File: config.mk
export PLATFORM = sky130hd
export DESIGN_NAME = alu_seq_flat
export DESIGN_NICKNAME = d
export VERILOG_FILES = /design/src/rtl/alu_seq_pkg.sv /design/src/rtl/alu_seq_if.sv /design/src/rtl/alu_seq_chunk.sv /design/src/rtl/alu_seq.sv /design/src/flat_wrapper.sv
export SDC_FILE = /design/constraint.sdc
export NUM_CORES = 1
export LEC_CHECK = 0
export CORE_MARGIN = 2
export CORE_UTILIZATION = 57
export CTS_CLUSTER_DIAMETER = 60
export DETAILED_ROUTE_END_ITERATION = 10
export DONT_BUFFER_PORTS = 1
export PLACE_DENSITY = 0.86
export SLEW_MARGIN = 25
export SYNTH_ARGS = -nofsm -noshare
export SYNTH_HDL_FRONTEND = slang
export SYNTH_SLANG_ARGS = --single-unit
File: constraint.sdc
create_clock -name clk -period 3.3 [get_ports clk]
set_input_delay 0.66 -clock clk [delete_from_list [all_inputs] [get_ports clk]]
set_output_delay 0.66 -clock clk [all_outputs]
set_load 0.02 [all_outputs]
File: src/rtl/alu_seq_pkg.sv
`default_nettype none
// ---------------------------------------------------------------------------
// alu_seq_pkg : op/state encodings and flag bundle for the sequential ALU
// Rev 1.0
// ---------------------------------------------------------------------------
package alu_seq_pkg;

  typedef enum logic [1:0] {
    OP_ADD = 2'b00,
    OP_SUB = 2'b01,
    OP_AND = 2'b10,
    OP_OR  = 2'b11
  } op_e;

  localparam logic [1:0] ST_IDLE = 2'd0;
  localparam logic [1:0] ST_BUSY = 2'd1;
  localparam logic [1:0] ST_DONE = 2'd2;

  typedef struct packed {
    logic carry;
    logic ovf;
    logic zero;
  } flags_t;

  function automatic logic is_arith(input logic [1:0] op);
    return ~op[1];
  endfunction

endpackage
`default_nettype wire

File: src/rtl/alu_seq_if.sv
`default_nettype none
// ---------------------------------------------------------------------------
// alu_seq_if : request/response handshake bundle of the sequential ALU
// Rev 1.0
// ---------------------------------------------------------------------------
interface alu_seq_if #(
  parameter int WIDTH = 16
);
  logic             in_valid;
  logic             in_ready;
  logic [1:0]       in_op;
  logic [WIDTH-1:0] in_a;
  logic [WIDTH-1:0] in_b;
  logic             out_valid;
  logic             out_ready;
  logic [WIDTH-1:0] out_result;
  logic             out_carry;
  logic             out_ovf;
  logic             out_zero;

  modport master (
    output in_valid, in_op, in_a, in_b, out_ready,
    input  in_ready, out_valid, out_result, out_carry, out_ovf, out_zero
  );

  modport slave (
    input  in_valid, in_op, in_a, in_b, out_ready,
    output in_ready, out_valid, out_result, out_carry, out_ovf, out_zero
  );
endinterface
`default_nettype wire

File: src/rtl/alu_seq_chunk.sv
`default_nettype none
// ---------------------------------------------------------------------------
// alu_seq_chunk : combinational SLICE_W-bit ripple slice (ADD/SUB/AND/OR)
// Rev 1.0
// ---------------------------------------------------------------------------
module alu_seq_chunk
  import alu_seq_pkg::*;
#(
  parameter int SLICE_W = 4
) (
  input  logic [1:0]         op_i,
  input  logic [SLICE_W-1:0] a_i,
  input  logic [SLICE_W-1:0] b_i,
  input  logic               cin_i,
  output logic [SLICE_W-1:0] o_o,
  output logic               cout_o,
  output logic               cmsb_o
);

  logic [SLICE_W-1:0] bx;
  logic [SLICE_W-1:0] sum;
  logic [SLICE_W:0]   c;

  // Subtraction is a + ~b with the carry register preloaded to 1 on accept
  assign bx   = (op_i == OP_SUB) ? ~b_i : b_i;
  assign c[0] = cin_i;

  for (genvar i = 0; i < SLICE_W; i++) begin : g_bit
    assign sum[i]  = a_i[i] ^ bx[i] ^ c[i];
    assign c[i+1]  = (a_i[i] & bx[i]) | (c[i] & (a_i[i] ^ bx[i]));
  end

  always_comb begin
    o_o    = sum;
    cout_o = c[SLICE_W];
    cmsb_o = c[SLICE_W-1];
    if (!is_arith(op_i)) begin
      o_o    = (op_i == OP_OR) ? (a_i | b_i) : (a_i & b_i);
      cout_o = 1'b0;
      cmsb_o = 1'b0;
    end
  end

endmodule
`default_nettype wire

File: src/rtl/alu_seq.sv
`default_nettype none
// ---------------------------------------------------------------------------
// alu_seq : multi-cycle WIDTH-bit ALU, SLICE_W bits per clock, with flags
// Rev 1.0
// ---------------------------------------------------------------------------
module alu_seq
  import alu_seq_pkg::*;
#(
  parameter int WIDTH   = 16,
  parameter int SLICE_W = 4
) (
  input  logic      clk,
  input  logic      rst_n,
  alu_seq_if.slave  bus
);

  localparam int NSLICE = WIDTH / SLICE_W;
  localparam int CNT_W  = (NSLICE > 1) ? $clog2(NSLICE) : 1;
  localparam logic [CNT_W-1:0] LAST_IDX = CNT_W'(NSLICE - 1);

  if ((SLICE_W < 1) || (WIDTH % SLICE_W != 0)) begin : g_bad_cfg
    $error("alu_seq: WIDTH must be a non-zero multiple of SLICE_W");
  end

  logic [1:0]         state_q, state_d;
  logic [1:0]         op_q;
  logic [WIDTH-1:0]   a_q, b_q;
  logic [WIDTH-1:0]   res_q, res_d;
  logic               carry_q;
  logic [CNT_W-1:0]   idx_q;
  flags_t             flags_q, flags_d;

  logic [SLICE_W-1:0] slice_a, slice_b, slice_o;
  logic               slice_cout, slice_cmsb;
  logic               last;

  assign slice_a = a_q[idx_q*SLICE_W +: SLICE_W];
  assign slice_b = b_q[idx_q*SLICE_W +: SLICE_W];
  assign last    = (idx_q == LAST_IDX);

  alu_seq_chunk #(
    .SLICE_W (SLICE_W)
  ) u_chunk (
    .op_i   (op_q),
    .a_i    (slice_a),
    .b_i    (slice_b),
    .cin_i  (carry_q),
    .o_o    (slice_o),
    .cout_o (slice_cout),
    .cmsb_o (slice_cmsb)
  );

  // Zero must see the slice being written this cycle, so it is taken from res_d
  always_comb begin
    res_d = res_q;
    res_d[idx_q*SLICE_W +: SLICE_W] = slice_o;
    flags_d.carry = slice_cout;
    flags_d.ovf   = slice_cmsb ^ slice_cout;
    flags_d.zero  = (res_d == '0);
  end

  always_comb begin
    state_d = state_q;
    case (state_q)
      ST_IDLE: if (bus.in_valid)  state_d = ST_BUSY;
      ST_BUSY: if (last)          state_d = ST_DONE;
      ST_DONE: if (bus.out_ready) state_d = ST_IDLE;
      default:                    state_d = ST_IDLE;
    endcase
  end

  always_ff @(posedge clk or negedge rst_n) begin
    if (!rst_n) begin
      state_q <= ST_IDLE;
      op_q    <= '0;
      a_q     <= '0;
      b_q     <= '0;
      res_q   <= '0;
      carry_q <= 1'b0;
      idx_q   <= '0;
      flags_q <= '0;
    end else begin
      state_q <= state_d;
      case (state_q)
        ST_IDLE: begin
          if (bus.in_valid) begin
            op_q    <= bus.in_op;
            a_q     <= bus.in_a;
            b_q     <= bus.in_b;
            carry_q <= is_arith(bus.in_op) & bus.in_op[0];
            idx_q   <= '0;
          end
        end
        ST_BUSY: begin
          res_q   <= res_d;
          carry_q <= slice_cout;
          idx_q   <= last ? '0 : idx_q + 1'b1;
          if (last) flags_q <= flags_d;
        end
        default: ;
      endcase
    end
  end

  assign bus.in_ready   = (state_q == ST_IDLE);
  assign bus.out_valid  = (state_q == ST_DONE);
  assign bus.out_result = res_q;
  assign bus.out_carry  = flags_q.carry;
  assign bus.out_ovf    = flags_q.ovf;
  assign bus.out_zero   = flags_q.zero;

endmodule
`default_nettype wire

File: src/flat_wrapper.sv
// flat-port wrapper written by rule: the top's interface ports become plain ports
module alu_seq_flat import alu_seq_pkg::*;
#(
  parameter int WIDTH   = 16,
  parameter int SLICE_W = 4
)
  (clk, rst_n, bus_in_valid, bus_in_op, bus_in_a, bus_in_b, bus_out_ready, bus_in_ready, bus_out_valid, bus_out_result, bus_out_carry, bus_out_ovf, bus_out_zero);
  alu_seq_if #(.WIDTH(WIDTH)) bus_i ();
  input  logic clk;
  input  logic rst_n;
  input wire logic [$bits(bus_i.in_valid)-1:0] bus_in_valid;
  input wire logic [$bits(bus_i.in_op)-1:0] bus_in_op;
  input wire logic [$bits(bus_i.in_a)-1:0] bus_in_a;
  input wire logic [$bits(bus_i.in_b)-1:0] bus_in_b;
  input wire logic [$bits(bus_i.out_ready)-1:0] bus_out_ready;
  output wire logic [$bits(bus_i.in_ready)-1:0] bus_in_ready;
  output wire logic [$bits(bus_i.out_valid)-1:0] bus_out_valid;
  output wire logic [$bits(bus_i.out_result)-1:0] bus_out_result;
  output wire logic [$bits(bus_i.out_carry)-1:0] bus_out_carry;
  output wire logic [$bits(bus_i.out_ovf)-1:0] bus_out_ovf;
  output wire logic [$bits(bus_i.out_zero)-1:0] bus_out_zero;
  assign bus_i.in_valid = bus_in_valid;
  assign bus_i.in_op = bus_in_op;
  assign bus_i.in_a = bus_in_a;
  assign bus_i.in_b = bus_in_b;
  assign bus_i.out_ready = bus_out_ready;
  assign bus_in_ready = bus_i.in_ready;
  assign bus_out_valid = bus_i.out_valid;
  assign bus_out_result = bus_i.out_result;
  assign bus_out_carry = bus_i.out_carry;
  assign bus_out_ovf = bus_i.out_ovf;
  assign bus_out_zero = bus_i.out_zero;
  alu_seq #(.WIDTH(WIDTH), .SLICE_W(SLICE_W)) u_core (.clk(clk), .rst_n(rst_n), .bus(bus_i));
endmodule
======== Yosys cells after proc, flatten, opt, wreduce, memory -nomap -nowiden ========
Cells that the tools add are included.
W data, S select, Z words.
word-level totals
  output and inout bits ................... 21
  input bits .............................. 38
  flip-flop bits (word level) ............. 58
  logic and storage cells ................. 72
operators by class
  multiplexer cells ....................... 15
  add/subtract/negate cells ............... 2
  equality and inequality tests ........... 8
  bitwise gates (word level) .............. 26
  shift-type cells ........................ 4
  reduce and logical (&&, ||, !) cells .... 7
operators by type and width
  operator                   number
  $neg A4 Y34                1
  $shift A4 B34 Y16 const A  1
  $shiftx A4 B34 Y16         1
  $shiftx A16 B5 Y4          2
  $bwmux W16                 1
  $logic_not A16 Y1          1
  $mux W4                    3
  $mux W2                    5
  $and A1 B1 Y1              9
  $xor A1 B1 Y1              9
  $eq A2 B2 Y1 const B       3
  $pmux W2 S3                1
  $reduce_and A2 Y1          3
  $and A4 B4 Y4              1
  $eq A2 B1 Y1 const B       2
  $ne A2 B2 Y1 const B       2
  $not A4 Y4                 1
  $or A1 B1 Y1               4
  $or A4 B4 Y4               1
  $pmux W2 S2                1
  $mux W1                    3
  $reduce_and A3 Y1          1
  $add A2 B1 Y2 const B      1
  $logic_not A2 Y1           1
  other kinds (4)            4

======== Depth between registers and ports, before layout ========
Gate-level depths: netlist (run 1).
  depth in word-level cells ............... 15
  mapped depth ............................ 14
  mapped depth without buffers ............ 13

======== Cells and area by module ========
From an unflattened synthesis (run 1), not the netlist that was laid out.
unflattened totals
  cell total of the unflattened synthesis .. 220
  area, all modules ....................... 2,902.8 um2
by module, submodules not included
  module         instances  cells an instance  area each (um2)  sequential area each (um2)
  alu_seq        1          185                2,642.5          1,451.4
  alu_seq_chunk  1          35                 260.2            0.0

======== Least setup slack after synthesis (run 1) ========
No wires, ideal clock.
  kind .................................... register to register
  start point ............................. reg u_core.idx_q[0]
  end point ............................... reg u_core.flags_q (netlist bit u_core.bus.out_zero)
  data required time ...................... 3,179 ps
  period minus slack after synthesis ...... 3,316 ps
  library setup time ...................... 121 ps
  slack ................................... -16 ps
  path buffers ............................ 1
  stages on the path, launching flop included .. 14
  data arrival time ....................... 3,195 ps
  path through ............................ dfrtp_1 > buf_6 > mux4_2 > xnor2_1 > fa_1 > inv_1 > fa_1 > inv_1 > fa_1 > fa_1 > nand2_1 > o2bb2ai_1 > o41ai_2 > a22o_1
between the ends
  longest elaborated chain between the ends .. 15
  elaborated cells on any way between the ends .. 32
  those cells by class .................... add/sub: 1; eq/ne: 1; shift: 4; mux: 4; bitwise: 20; reduce/logical: 2
ends and longest elaborated chain
  item                    line                                      text
  from (decl)             alu_seq.sv:30                             logic [CNT_W-1:0] idx_q;
  from (signal assigned)  alu_seq.sv:97                             idx_q <= last ? '0 : idx_q + 1'b1;
  $shiftx A16 B5 Y4       alu_seq.sv:38                             assign slice_b = b_q[idx_q*SLICE_W +: SLICE_W];
  $not A4 Y4              alu_seq_chunk.sv:25                       assign bx = (op_i == OP_SUB) ? ~b_i : b_i;
  $mux W4                 alu_seq_chunk.sv:25
  $xor A1 B1 Y1           alu_seq_chunk.sv:29, alu_seq_chunk.sv:30
  $and A1 B1 Y1           alu_seq_chunk.sv:30                       assign c[i+1] = (a_i[i] & bx[i]) | (c[i] & (a_i[i] ^ bx[i]));
  $or A1 B1 Y1            alu_seq_chunk.sv:30
  $and A1 B1 Y1           alu_seq_chunk.sv:30
  $or A1 B1 Y1            alu_seq_chunk.sv:30
  $and A1 B1 Y1           alu_seq_chunk.sv:30
  $or A1 B1 Y1            alu_seq_chunk.sv:30
  $xor A1 B1 Y1           alu_seq_chunk.sv:29                       assign sum[i] = a_i[i] ^ bx[i] ^ c[i];
  $mux W4                 alu_seq_chunk.sv:37                       if (!is_arith(op_i)) begin
  $shiftx A4 B34 Y16      alu_seq.sv:56                             res_d[idx_q*SLICE_W +: SLICE_W] = slice_o;
  $bwmux W16              alu_seq.sv:56
  $logic_not A16 Y1       alu_seq.sv:59                             flags_d.zero = (res_d == '0);
  to (signal assigned)    alu_seq.sv:98                             if (last) flags_q <= flags_d;
  to (decl)               alu_seq.sv:31                             flags_t flags_q, flags_d;
Parallel ways exist; a longest one is shown, timed or not.
A chain may end at the register's enable or synchronous reset.

======== Worst setup path in the final report (run 1) ========
Same ends and word-level chain as after synthesis.

==> results of run 1 <==
## cell type report
type,count,area [sq um]
fillers,409,1562
flip-flops and latches,58,1453
multi-input cells,224,1394
clock buffers,11,151.4
repair buffers,12,95.09
well taps,67,83.83
clock inverters,5,52.55
inverters,7,26.28
## through the flow
step	setup slack [ps]	utilization [%]
final	20.80	67.58
after floorplan	45.07	-
after global placement	102.0	62.18
after CTS	1.265	66.70
after global routing	-88.98	67.58
after detailed placement	-61.11	62.18
## registers in the layout, indices dropped and copies added, names as in the netlist, 2 cells and up
register               count
u_core.b_q                16
u_core.state_q             2
u_core.bus.out_result     16
u_core.op_q                2
u_core.idx_q               2
u_core.a_q                16
## Yosys cell counts, drive strengths merged (2+ instances only)
master  number
nor4         4
nand2b       4
a22o         9
buf          2
nand3b       2
or3          3
fa           4
dfrtp       58
nor3         4
a21oi        3
clkbuf      12
o31ai        3
nor2b        3
nand3        3
inv          6
nand2      124
xnor2        4
nor2         6
mux4         8
o21ai       16
ha           6
## logic make-up after synthesis
family / count (synthesis) / share of synthesized area [%]
simple gates: 157 / 22.73
flops: 58 / 50.13
compound gates: 41 / 9.897
buf+inv: 21 / 3.025
fa+ha+maj: 11 / 5.748
mux: 10 / 6.958
xor+xnor: 5 / 1.512
## repair_timing
action / 4_1_cts / 5_1_grt
resized for setup: 4 / 3
hold buffers: 0 / 2
gates cloned: 0 / 0
endpoints found under the setup margin: 5 / 4
endpoints found under the hold margin: 0 / 17
pin swaps: 0 / 1
## path summary, 6_finish.rpt
| check | endpoint | slack, ps | cells after the start |
|---|---|---|---|
| setup / recovery | u_core.bus.out_zero | 20 | 12 |
| hold / removal | u_core.idx_q[1] | 20 | 0 |
| setup reg to reg | u_core.bus.out_zero | 20 | 12 |
| hold reg to reg | u_core.a_q[1] | 470 | 2 |
| max in group asynchronous | u_core.bus.out_ovf | 2000 | 1 |
| min in group clk | u_core.b_q[7] | 430 | 2 |
## cell usage in the layout (no fill, tap or decap), drive strengths merged, types with 2 or more instances in the layout
master and count:
a21oi 3, a22o 9, buf 10, clkbuf 11, clkinv 4, dfrtp 58
dlygate4sd3 2, fa 4, ha 6, inv 6, mux4 8, nand2 124
nand2b 4, nand3 3, nand3b 2, nor2 6, nor2b 3, nor3 4
nor4 4, o21ai 16, o31ai 3, or3 3, xnor2 4
## where the power goes
part	internal (mW)	switching, mW	total, mW
Combinational	0.884	1.32	2.20
Sequential	1.02	0.305	1.32
Clock	0.386	0.285	0.671
Total	2.29	1.91	4.19
## worst max-delay path: stages, from the launching register on
cell	delay (ps)
sky130_fd_sc_hd__dfrtp_2	410
sky130_fd_sc_hd__mux4_2	530
sky130_fd_sc_hd__xnor2_1	160
sky130_fd_sc_hd__fa_1	370
sky130_fd_sc_hd__inv_1	70
sky130_fd_sc_hd__fa_1	170
sky130_fd_sc_hd__inv_1	70
sky130_fd_sc_hd__fa_2	370
sky130_fd_sc_hd__fa_1	520
sky130_fd_sc_hd__nand2_2	90
sky130_fd_sc_hd__o2bb2ai_4	130
sky130_fd_sc_hd__o41ai_2	70
sky130_fd_sc_hd__a22o_1	210
## routing by layer
layer / global-route usage (%) / vias to the layer above / routed length (microns)
met5: 0 / - / 0
met4: 11.70 / 0 / 164
met3: 7.764 / 18 / 412
met2: 40.25 / 84 / 3089
met1: 31.74 / 1067 / 2766
li1: - / 1034 / -
==> impl_metrics.ini, run 1 <==
[timing]
grt_setup_unrepaired = true
period_share_pct = 99.37
maxSlewViolCount = 0
finalCriticalPeriod_ps = 3279
timing.hold.ws_ps = 18.23
maxSlewHeadroom_pct = 50.18
timing_hold_violations_final = 0
fin_tns_setup_ps = 0
worstMarginPinSlew_ps = 744.8
clock-skew-final_ps = 8.740
finalSetupViolCount = 0
fmax_mhz = 305.0

[yosys]
post_synth_main_area_contributors = sky130_fd_sc_hd__dfrtp_1 50%, sky130_fd_sc_hd__nand2_1 16%, sky130_fd_sc_hd__mux4_2 6.2%, sky130_fd_sc_hd__fa_1 2.8%, sky130_fd_sc_hd__a22o_1 2.7%
synth.yosys.seq_area_share_pct = 50.13
netlist-cell-type-count = 43
avgSynthCellArea_sq_um = 9.555
synth_cells = 303
yosysTopAreaCell = sky130_fd_sc_hd__dfrtp_1
synth_top_area_share_pct = 50.13
asyncSetResetFlopFracSynth_pct = 100.0
synth_fp_nets = 351
synth-main-ff-cell = sky130_fd_sc_hd__dfrtp_1
synth-edff-count = 0
synth_seq_cells = 58
ys_warn_count = 0
synth_area_sq_um = 2895

[clock_tree]
cts.sinks = 58
number_of_buffers_on_the_longest_clock_path = 2
cts.reportedPaths.clkPinSlew_ps = 70
cts_setup_buffers = 0
clk-insertion-delay-late_ps = 340
clock_buffers_created_by_tritoncts = 9
cts_root_buffer = sky130_fd_sc_hd__clkbuf_8
clock_tree.htree_level_count = 3
cts_tree = built

[routing]
route.vias.total = 2203
detail-route-antenna-nets = 0
first_pass_iters = 4
route.final.wire_length_mm = 6.432
route.detailed.drc = 0
drt_iter0_markers = 145
post_drt_via_cell_ratio = 5.737
post_drt_wl_per_cell_microns = 16.75

[critical_path]
cp_capture_type = flop
critPathMaxFanout = 4
r2r-start = u_core.idx_q[0]
critical_path.startpoint_type = flop
cp.arrival_ps = 3510
worstSetupStartpoint = u_core.idx_q[0]
timing.setup.critical_path_class = flop to flop
required_ps = 3530

[final_layout]
drive_above_1_share_pct = 14.51
final_cell_area_sq_um = 3256
final_net_count = 360
layout.cells.non_filler = 384
area_delta_synth_final_pct = 12.45
num_antenna_cells = 0

[outcome]
status = finished clean

[floorplan]
io-pin-count = 59
floorplan.die.height_microns = 75.27
fp-row-count = 25
starting_density_of_the_core_pct = 60.10
floorplan.core_area_sq_um = 4817
die_width_microns = 75.27
die_area_sq_um = 5666

[global_route]
first_pass_grt_wire_length_mm = 10.46
grt_pass1_vias = 2272
grt_usage_pct = 25.24
gr-total-overflow = 0
grt_antenna_before_repair = 0
grt_start_max_net_pins = 59

[power_and_ir_drop]
design_power_total_mw = 4.192
cellLeakagePower_nw = 1.561
pwr_density_cell_nw_per_um2 = 1288
max-vdd-ir-drop_mv = 0.5480

[placed_design]
port_buffers = 0
hpwl_mm = 4.609
placement.cell_area_sq_um = 2995
placed_cells = 366
place.gp.congestion = 0.8199

[worst_hold_path]
min_path_type = primary input to async pin

[flow_run]
maxCapViolCount = 0
(Power assumes the default switching activity.)
==> run 2, diff against run 1 <==
--- a/config.mk
+++ b/config.mk
@@ -14,4 +14,5 @@
 export SLEW_MARGIN = 25
 export SYNTH_ARGS = -nofsm -noshare
 export SYNTH_HDL_FRONTEND = slang
+export SYNTH_HIERARCHICAL = 1
 export SYNTH_SLANG_ARGS = --single-unit
==> run 2 against run 1 <==
Effect of this change:
- the flow now finishes with violations (negative setup slack)
- global-route usage fell by 1.3 points
- cell area is 1.3% higher
- synthesized cell count fell by 27%
- flip-flop and latch count is the same
==> impl_metrics.ini, run 2 <==
[placed_design]
placement.cell_area_sq_um = 3060
place.gp.congestion = 0.8860
hpwl_mm = 4.283
pre_cts_slack_ps = -210.4
port_buffers = 0

[global_route]
grt_antenna_before_repair = 0
first_pass_grt_wire_length_mm = 9.811
grt_usage_pct = 23.97
grt_start_max_net_pins = 54
grt_pass1_vias = 2022
gr-total-overflow = 0

[outcome]
status = finished with violations
violations = negative setup slack

[critical_path]
timing.critical_path.slowest_stage_cell = sky130_fd_sc_hd__mux4_2
crit_path_cell_trace = mux4_2 -> xnor2_2 -> fa_2 -> inv_2 -> fa_2 -> inv_2 -> fa_2 -> fa_1 -> nor2b_4 -> a31oi_2 -> or4_1 -> o21ai_1 -> a32o_1
worstSetupStartpoint = u_core/idx_q[0]
reg2reg_depth = 13
delay_of_the_slowest_critical_path_stage_ps = 540
path_common_cell = sky130_fd_sc_hd__fa_2
timing.setup.critical_path_class = flop to flop
cp_capture_type = flop
critical_path.startpoint_type = flop
reg2reg_end = u_core/bus.out_zero
worstSetupEndpoint = u_core/bus.out_zero
required_ps = 3580
r2r_setup_slack_ps = -140
critPathMaxFanout = 2
r2r-start = u_core/idx_q[0]
cp.arrival_ps = 3720

[final_layout]
final_cell_area_sq_um = 3297
area_delta_synth_final_pct = 13.58
final_common_cell = sky130_fd_sc_hd__dfrtp_1
final.fill_count = 362
finish.utilization_pct = 68.44
final_cell_mix = 57 x sky130_fd_sc_hd__dfrtp_1, 34 x sky130_fd_sc_hd__mux2_2, 16 x sky130_fd_sc_hd__buf_4
drive_above_1_share_pct = 36.63
num_antenna_cells = 0
final_net_count = 287

[routing]
first_pass_iters = 4
route.vias.total = 1859
post_drt_wl_per_cell_microns = 19.61
route.final.wire_length_mm = 6.078
post_drt_via_cell_ratio = 5.997
drt_iter0_markers = 128
route.detailed.drc = 0
detail-route-antenna-nets = 0

[timing]
finalSetupViolCount = 4
maxSlewHeadroom_pct = 67.67
clock-skew-final_ps = 5.010
maxSlewViolCount = 0
timing_hold_violations_final = 0
worstMarginPinSlew_ps = 484.9
grt_setup_unrepaired = true
fmax_mhz = 290.8
finalCriticalPeriod_ps = 3439
period_share_pct = 104.2
fin_tns_setup_ps = -188.7
final_critical_path_setup_slack_ps = -138.6

[yosys]
ys_warn_count = 6
synth_cells = 220
avgSynthCellArea_sq_um = 13.19
synth.top_cells.by_count = 58 x sky130_fd_sc_hd__dfrtp_1, 34 x sky130_fd_sc_hd__mux2_2, 15 x sky130_fd_sc_hd__a32o_1
synth-edff-count = 0
synth-main-ff-cell = sky130_fd_sc_hd__dfrtp_1
synth_top_area_share_pct = 50.00
synth_fp_nets = 268
synth_seq_cells = 58
yosysTopAreaCell = sky130_fd_sc_hd__dfrtp_1
netlist-cell-type-count = 37
synth_area_sq_um = 2903
asyncSetResetFlopFracSynth_pct = 100.0
synth.yosys.seq_area_share_pct = 50.00
post_synth_main_area_contributors = sky130_fd_sc_hd__dfrtp_1 50%, sky130_fd_sc_hd__mux2_2 13%, sky130_fd_sc_hd__mux4_2 6.2%, sky130_fd_sc_hd__a32o_1 5.2%, sky130_fd_sc_hd__fa_1 2.8%
post-synth-top-count-cell = sky130_fd_sc_hd__dfrtp_1

[floorplan]
die_area_sq_um = 5679
floorplan.core_area_sq_um = 4817
floorplan.die.height_microns = 75.36
fp-row-count = 25
io-pin-count = 59
starting_density_of_the_core_pct = 60.26
die_width_microns = 75.36

[clock_tree]
cts.sinks = 58
clock_tree.htree_level_count = 3
cts_tree = built
cts_root_buffer = sky130_fd_sc_hd__clkbuf_8
clock_buffers_created_by_tritoncts = 9
number_of_buffers_on_the_longest_clock_path = 2
clk-insertion-delay-late_ps = 340
cts.reportedPaths.clkPinSlew_ps = 60
cts_setup_buffers = 0

[flow_run]
maxCapViolCount = 0

[worst_hold_path]
min_path_type = primary input to async pin
-- run 2: stage by stage --
step                std cells  hold slack, ps
floorplan                 220           364.4
global placement          293           366.1
detailed placement        293           366.1
CTS                       310           1.400
global route              310           1.961
finish                    310           17.29
-- run 2: critical path, delay by kind of cell (launching register included) --
kind            cells  cell delay, ps
compound gates      3             290
xor+xnor            1             160
fa+ha+maj           4            1390
buf+inv             2             100
flops               1             370
mux                 1             540
simple gates        2             530
-- run 2: area by class of cell --
class / count / area [sq um] / area share, %
multi-input combinational: 141 / 1368 / 41.48
tap: 67 / 83.83 / 2.543
timing repair buffer: 19 / 151.4 / 4.592
clock buffer: 13 / 168.9 / 5.123
sequential: 58 / 1453 / 44.06
inverter: 10 / 37.54 / 1.139
clock inverter: 2 / 35.03 / 1.063
-- run 2: layer usage --
| metal | up-vias | GRT usage, % | share of wire (%) |
|---|---|---|---|
| met5 | - | 0 | 0 |
| li1 | 841 | - | - |
| met1 | 947 | 29.16 | 41 |
| met2 | 61 | 40.48 | 51 |
| met4 | 0 | 9.747 | 1.7 |
| met3 | 10 | 6.746 | 6.4 |
-- run 2: worst min path at each step --
stage                                     to  slack, ps  cells past startpoint
floorplan                      u_core/a_q[0]        360                      0
global placement    u_core/bus.out_result[2]        370                      0
detailed placement  u_core/bus.out_result[2]        370                      0
CTS                           u_core/a_q[10]          1                      0
global route        u_core/bus.out_result[5]          2                      0
finish                        u_core/a_q[10]         20                      0
-- run 2: cell families (layout without fill, tap and decap cells) --
| kind of cell | Yosys count | after routing | synth area share [%] |
|---|---|---|---|
| fa+ha+maj | 10 | 10 | 5.345 |
| simple gates | 42 | 42 | 8.320 |
| compound gates | 40 | 40 | 10.43 |
| xor+xnor | 5 | 5 | 1.767 |
| buf+inv | 21 | 44 | 4.009 |
| mux | 44 | 44 | 20.13 |
| flops | 58 | 58 | 50.00 |
-- run 2: timing repair --
item	CTS	global route
pin swaps	1	0
hold buffers	2	0
hold endpoints to repair	6	0
setup endpoints to repair	5	5
gates resized for setup	5	2
Power of run 2 is left out: the tool's default activity adds up to more than one toggle a clock period on the data nets, which glitch-free logic cannot reach.
==> run 3, diff against run 2 <==
--- a/config.mk
+++ b/config.mk
@@ -5,12 +5,13 @@
 export SDC_FILE = /design/constraint.sdc
 export NUM_CORES = 1
 export LEC_CHECK = 0
+export CAP_MARGIN = 20
 export CORE_MARGIN = 2
-export CORE_UTILIZATION = 57
+export CORE_UTILIZATION = 63
 export CTS_CLUSTER_DIAMETER = 60
 export DETAILED_ROUTE_END_ITERATION = 10
 export DONT_BUFFER_PORTS = 1
-export PLACE_DENSITY = 0.86
+export PLACE_DENSITY = 0.9
 export SLEW_MARGIN = 25
 export SYNTH_ARGS = -nofsm -noshare
 export SYNTH_HDL_FRONTEND = slang
==> constraint.sdc (replaced) <==
create_clock -name clk -period 3.4 [get_ports clk]
set_input_delay 0.68 -clock clk [delete_from_list [all_inputs] [get_ports clk]]
set_output_delay 0.68 -clock clk [all_outputs]
set_load 0.02 [all_outputs]
==> run 3 against run 2 <==
Effect of this change:
- the flow still finishes with violations (negative setup slack)
- via count down 1.2%
- maximum frequency down 1.8%
- register-to-register slack better by 40 ps
- worst setup slack better by 36 ps
- critical path type unchanged
- largest cell class unchanged
==> impl_metrics.ini, run 3 (synthesized netlist as in run 2, its figures left out) <==
[timing]
finalCriticalPeriod_ps = 3503
timing_hold_violations_final = 0
timing.hold.ws_ps = 33.24
final_critical_path_setup_slack_ps = -102.8
fin_tns_setup_ps = -102.8
grt_setup_unrepaired = true
period_share_pct = 103.0
fmax_mhz = 285.5
worstMarginPinSlew_ps = 807.4
maxSlewViolCount = 0
clock-skew-final_ps = 7.015
finalSetupViolCount = 1
maxSlewHeadroom_pct = 46.07

[critical_path]
cp_capture_type = flop
crit_path_cell_trace = mux4_2 -> xnor2_2 -> fa_2 -> inv_1 -> fa_1 -> inv_1 -> fa_2 -> fa_1 -> nor2b_4 -> a31oi_2 -> or4_1 -> o21ai_1 -> a32o_1
timing.setup.critical_path_class = flop to flop
r2r_setup_slack_ps = -100
cp.arrival_ps = 3770
required_ps = 3660
r2r-start = u_core/idx_q[0]
critical_path.startpoint_type = flop
timing.critical_path.buf_inv = 2
worstSetupStartpoint = u_core/idx_q[0]
delay_of_the_slowest_critical_path_stage_ps = 540
critPathMaxFanout = 3
timing.critical_path.slowest_stage_cell = sky130_fd_sc_hd__mux4_2
cp_top_family = adder cells

[clock_tree]
number_of_buffers_on_the_longest_clock_path = 2
clk-insertion-delay-late_ps = 340
cts.reportedPaths.clkPinSlew_ps = 60
cts_setup_buffers = 0
cts_root_buffer = sky130_fd_sc_hd__clkbuf_8
cts_tree = built
clock_buffers_created_by_tritoncts = 9
cts.sinks = 58
clock_tree.htree_level_count = 3

[outcome]
violations = negative setup slack
status = finished with violations

[floorplan]
floorplan.die.height_microns = 71.88
starting_density_of_the_core_pct = 66.21
die_width_microns = 71.88
io-pin-count = 59
die_area_sq_um = 5167
fp-row-count = 24
floorplan.core_area_sq_um = 4384

[routing]
route.final.wire_length_mm = 5.716
detail-route-antenna-nets = 0
drt_iter0_markers = 133
first_pass_iters = 4
post_drt_via_cell_ratio = 6.248
route.detailed.drc = 0
post_drt_wl_per_cell_microns = 19.44
route.vias.total = 1837

[final_layout]
multi_input_area_sq_um = 1361
ff_latch_area_sq_um = 1453
final_net_count = 285
final_common_cell = sky130_fd_sc_hd__dfrtp_1
drive_above_1_share_pct = 34.71
final_cell_mix = 57 x sky130_fd_sc_hd__dfrtp_1, 34 x sky130_fd_sc_hd__mux2_2, 17 x sky130_fd_sc_hd__buf_4
area_delta_synth_final_pct = 10.52
num_antenna_cells = 0
final_cell_area_sq_um = 3208
final.fill_count = 287

[global_route]
grt_usage_pct = 24.41
grt_pass1_vias = 1894
gr-total-overflow = 0
first_pass_grt_wire_length_mm = 9.308
grt_start_max_net_pins = 59
grt_antenna_before_repair = 0

[power_and_ir_drop]
pwr_density_cell_nw_per_um2 = 1310
max-vdd-ir-drop_mv = 0.7069
cellLeakagePower_nw = 1.380

[worst_hold_path]
min_path_type = primary input to async pin

[flow_run]
maxCapViolCount = 0

[placed_design]
place.gp.congestion = 0.8900
hpwl_mm = 4.116
port_buffers = 0
placement.cell_area_sq_um = 3042
## run 3: worst reg2reg max path, stage by stage (launching register included)
cell,delay (ps)
sky130_fd_sc_hd__dfrtp_2,370
sky130_fd_sc_hd__mux4_2,540
sky130_fd_sc_hd__xnor2_2,160
sky130_fd_sc_hd__fa_2,320
sky130_fd_sc_hd__inv_1,80
sky130_fd_sc_hd__fa_1,170
sky130_fd_sc_hd__inv_1,60
sky130_fd_sc_hd__fa_2,360
sky130_fd_sc_hd__fa_1,530
sky130_fd_sc_hd__nor2b_4,140
sky130_fd_sc_hd__a31oi_2,50
sky130_fd_sc_hd__or4_1,410
sky130_fd_sc_hd__o21ai_1,90
sky130_fd_sc_hd__a32o_1,170
## run 3: layout make-up
class,count,share of cell area (%)
clock buffer,13,4.641
tap,52,2.028
inverter,10,1.170
multi-input combinational,141,42.43
timing repair buffer,17,3.978
clock inverter,3,0.4680
sequential,58,45.28
## run 3: per-layer routing
layer	track usage (%)	routed length, microns	part of all wire (%)	vias to the layer above
li1	-	-	-	855
met1	31.01	2338	41	919
met2	38.58	2939	51	54
met3	8.439	363	6.4	9
met4	10.06	75	1.3	0
met5	0	0	0	-
## run 3: repair_timing
| action | 4_1_cts | 5_1_grt |
|---|---|---|
| hold endpoints to repair | 0 | 0 |
| endpoints found under the setup margin | 1 | 1 |
| resized for setup | 0 | 1 |
| pin swaps | 1 | 0 |
| hold buffers | 0 | 0 |
## run 3: worst paths after layout
kind / to / cells past startpoint
worst min register to register: u_core/b_q[2] / 1
worst max register to register: u_core/bus.out_zero / 13
max in group asynchronous: u_core/idx_q[0] / 0
worst max-delay path: u_core/bus.out_zero / 13
worst min-delay path: u_core/bus.out_result[1] / 0
min in group clk: u_core/state_q[1] / 1
## run 3: stage by stage
step / power, mW / util (%) / setup slack, ps / std cells
floorplan: 2.987 / - / -230.8 / 220
global placement: 3.541 / 69.38 / -51.14 / 278
detailed placement: 3.653 / 69.38 / -176.2 / 278
CTS: 4.200 / 73.12 / -138.1 / 294
global route: 4.481 / 73.17 / -195.6 / 294
finish: 4.204 / 73.17 / -102.8 / 294
## run 3: power by group
part           leakage (nW)  internal, mW  switching, mW
combinational         0.572          1.18           1.17
sequential            0.720          1.01          0.305
clock                0.0872         0.281          0.252
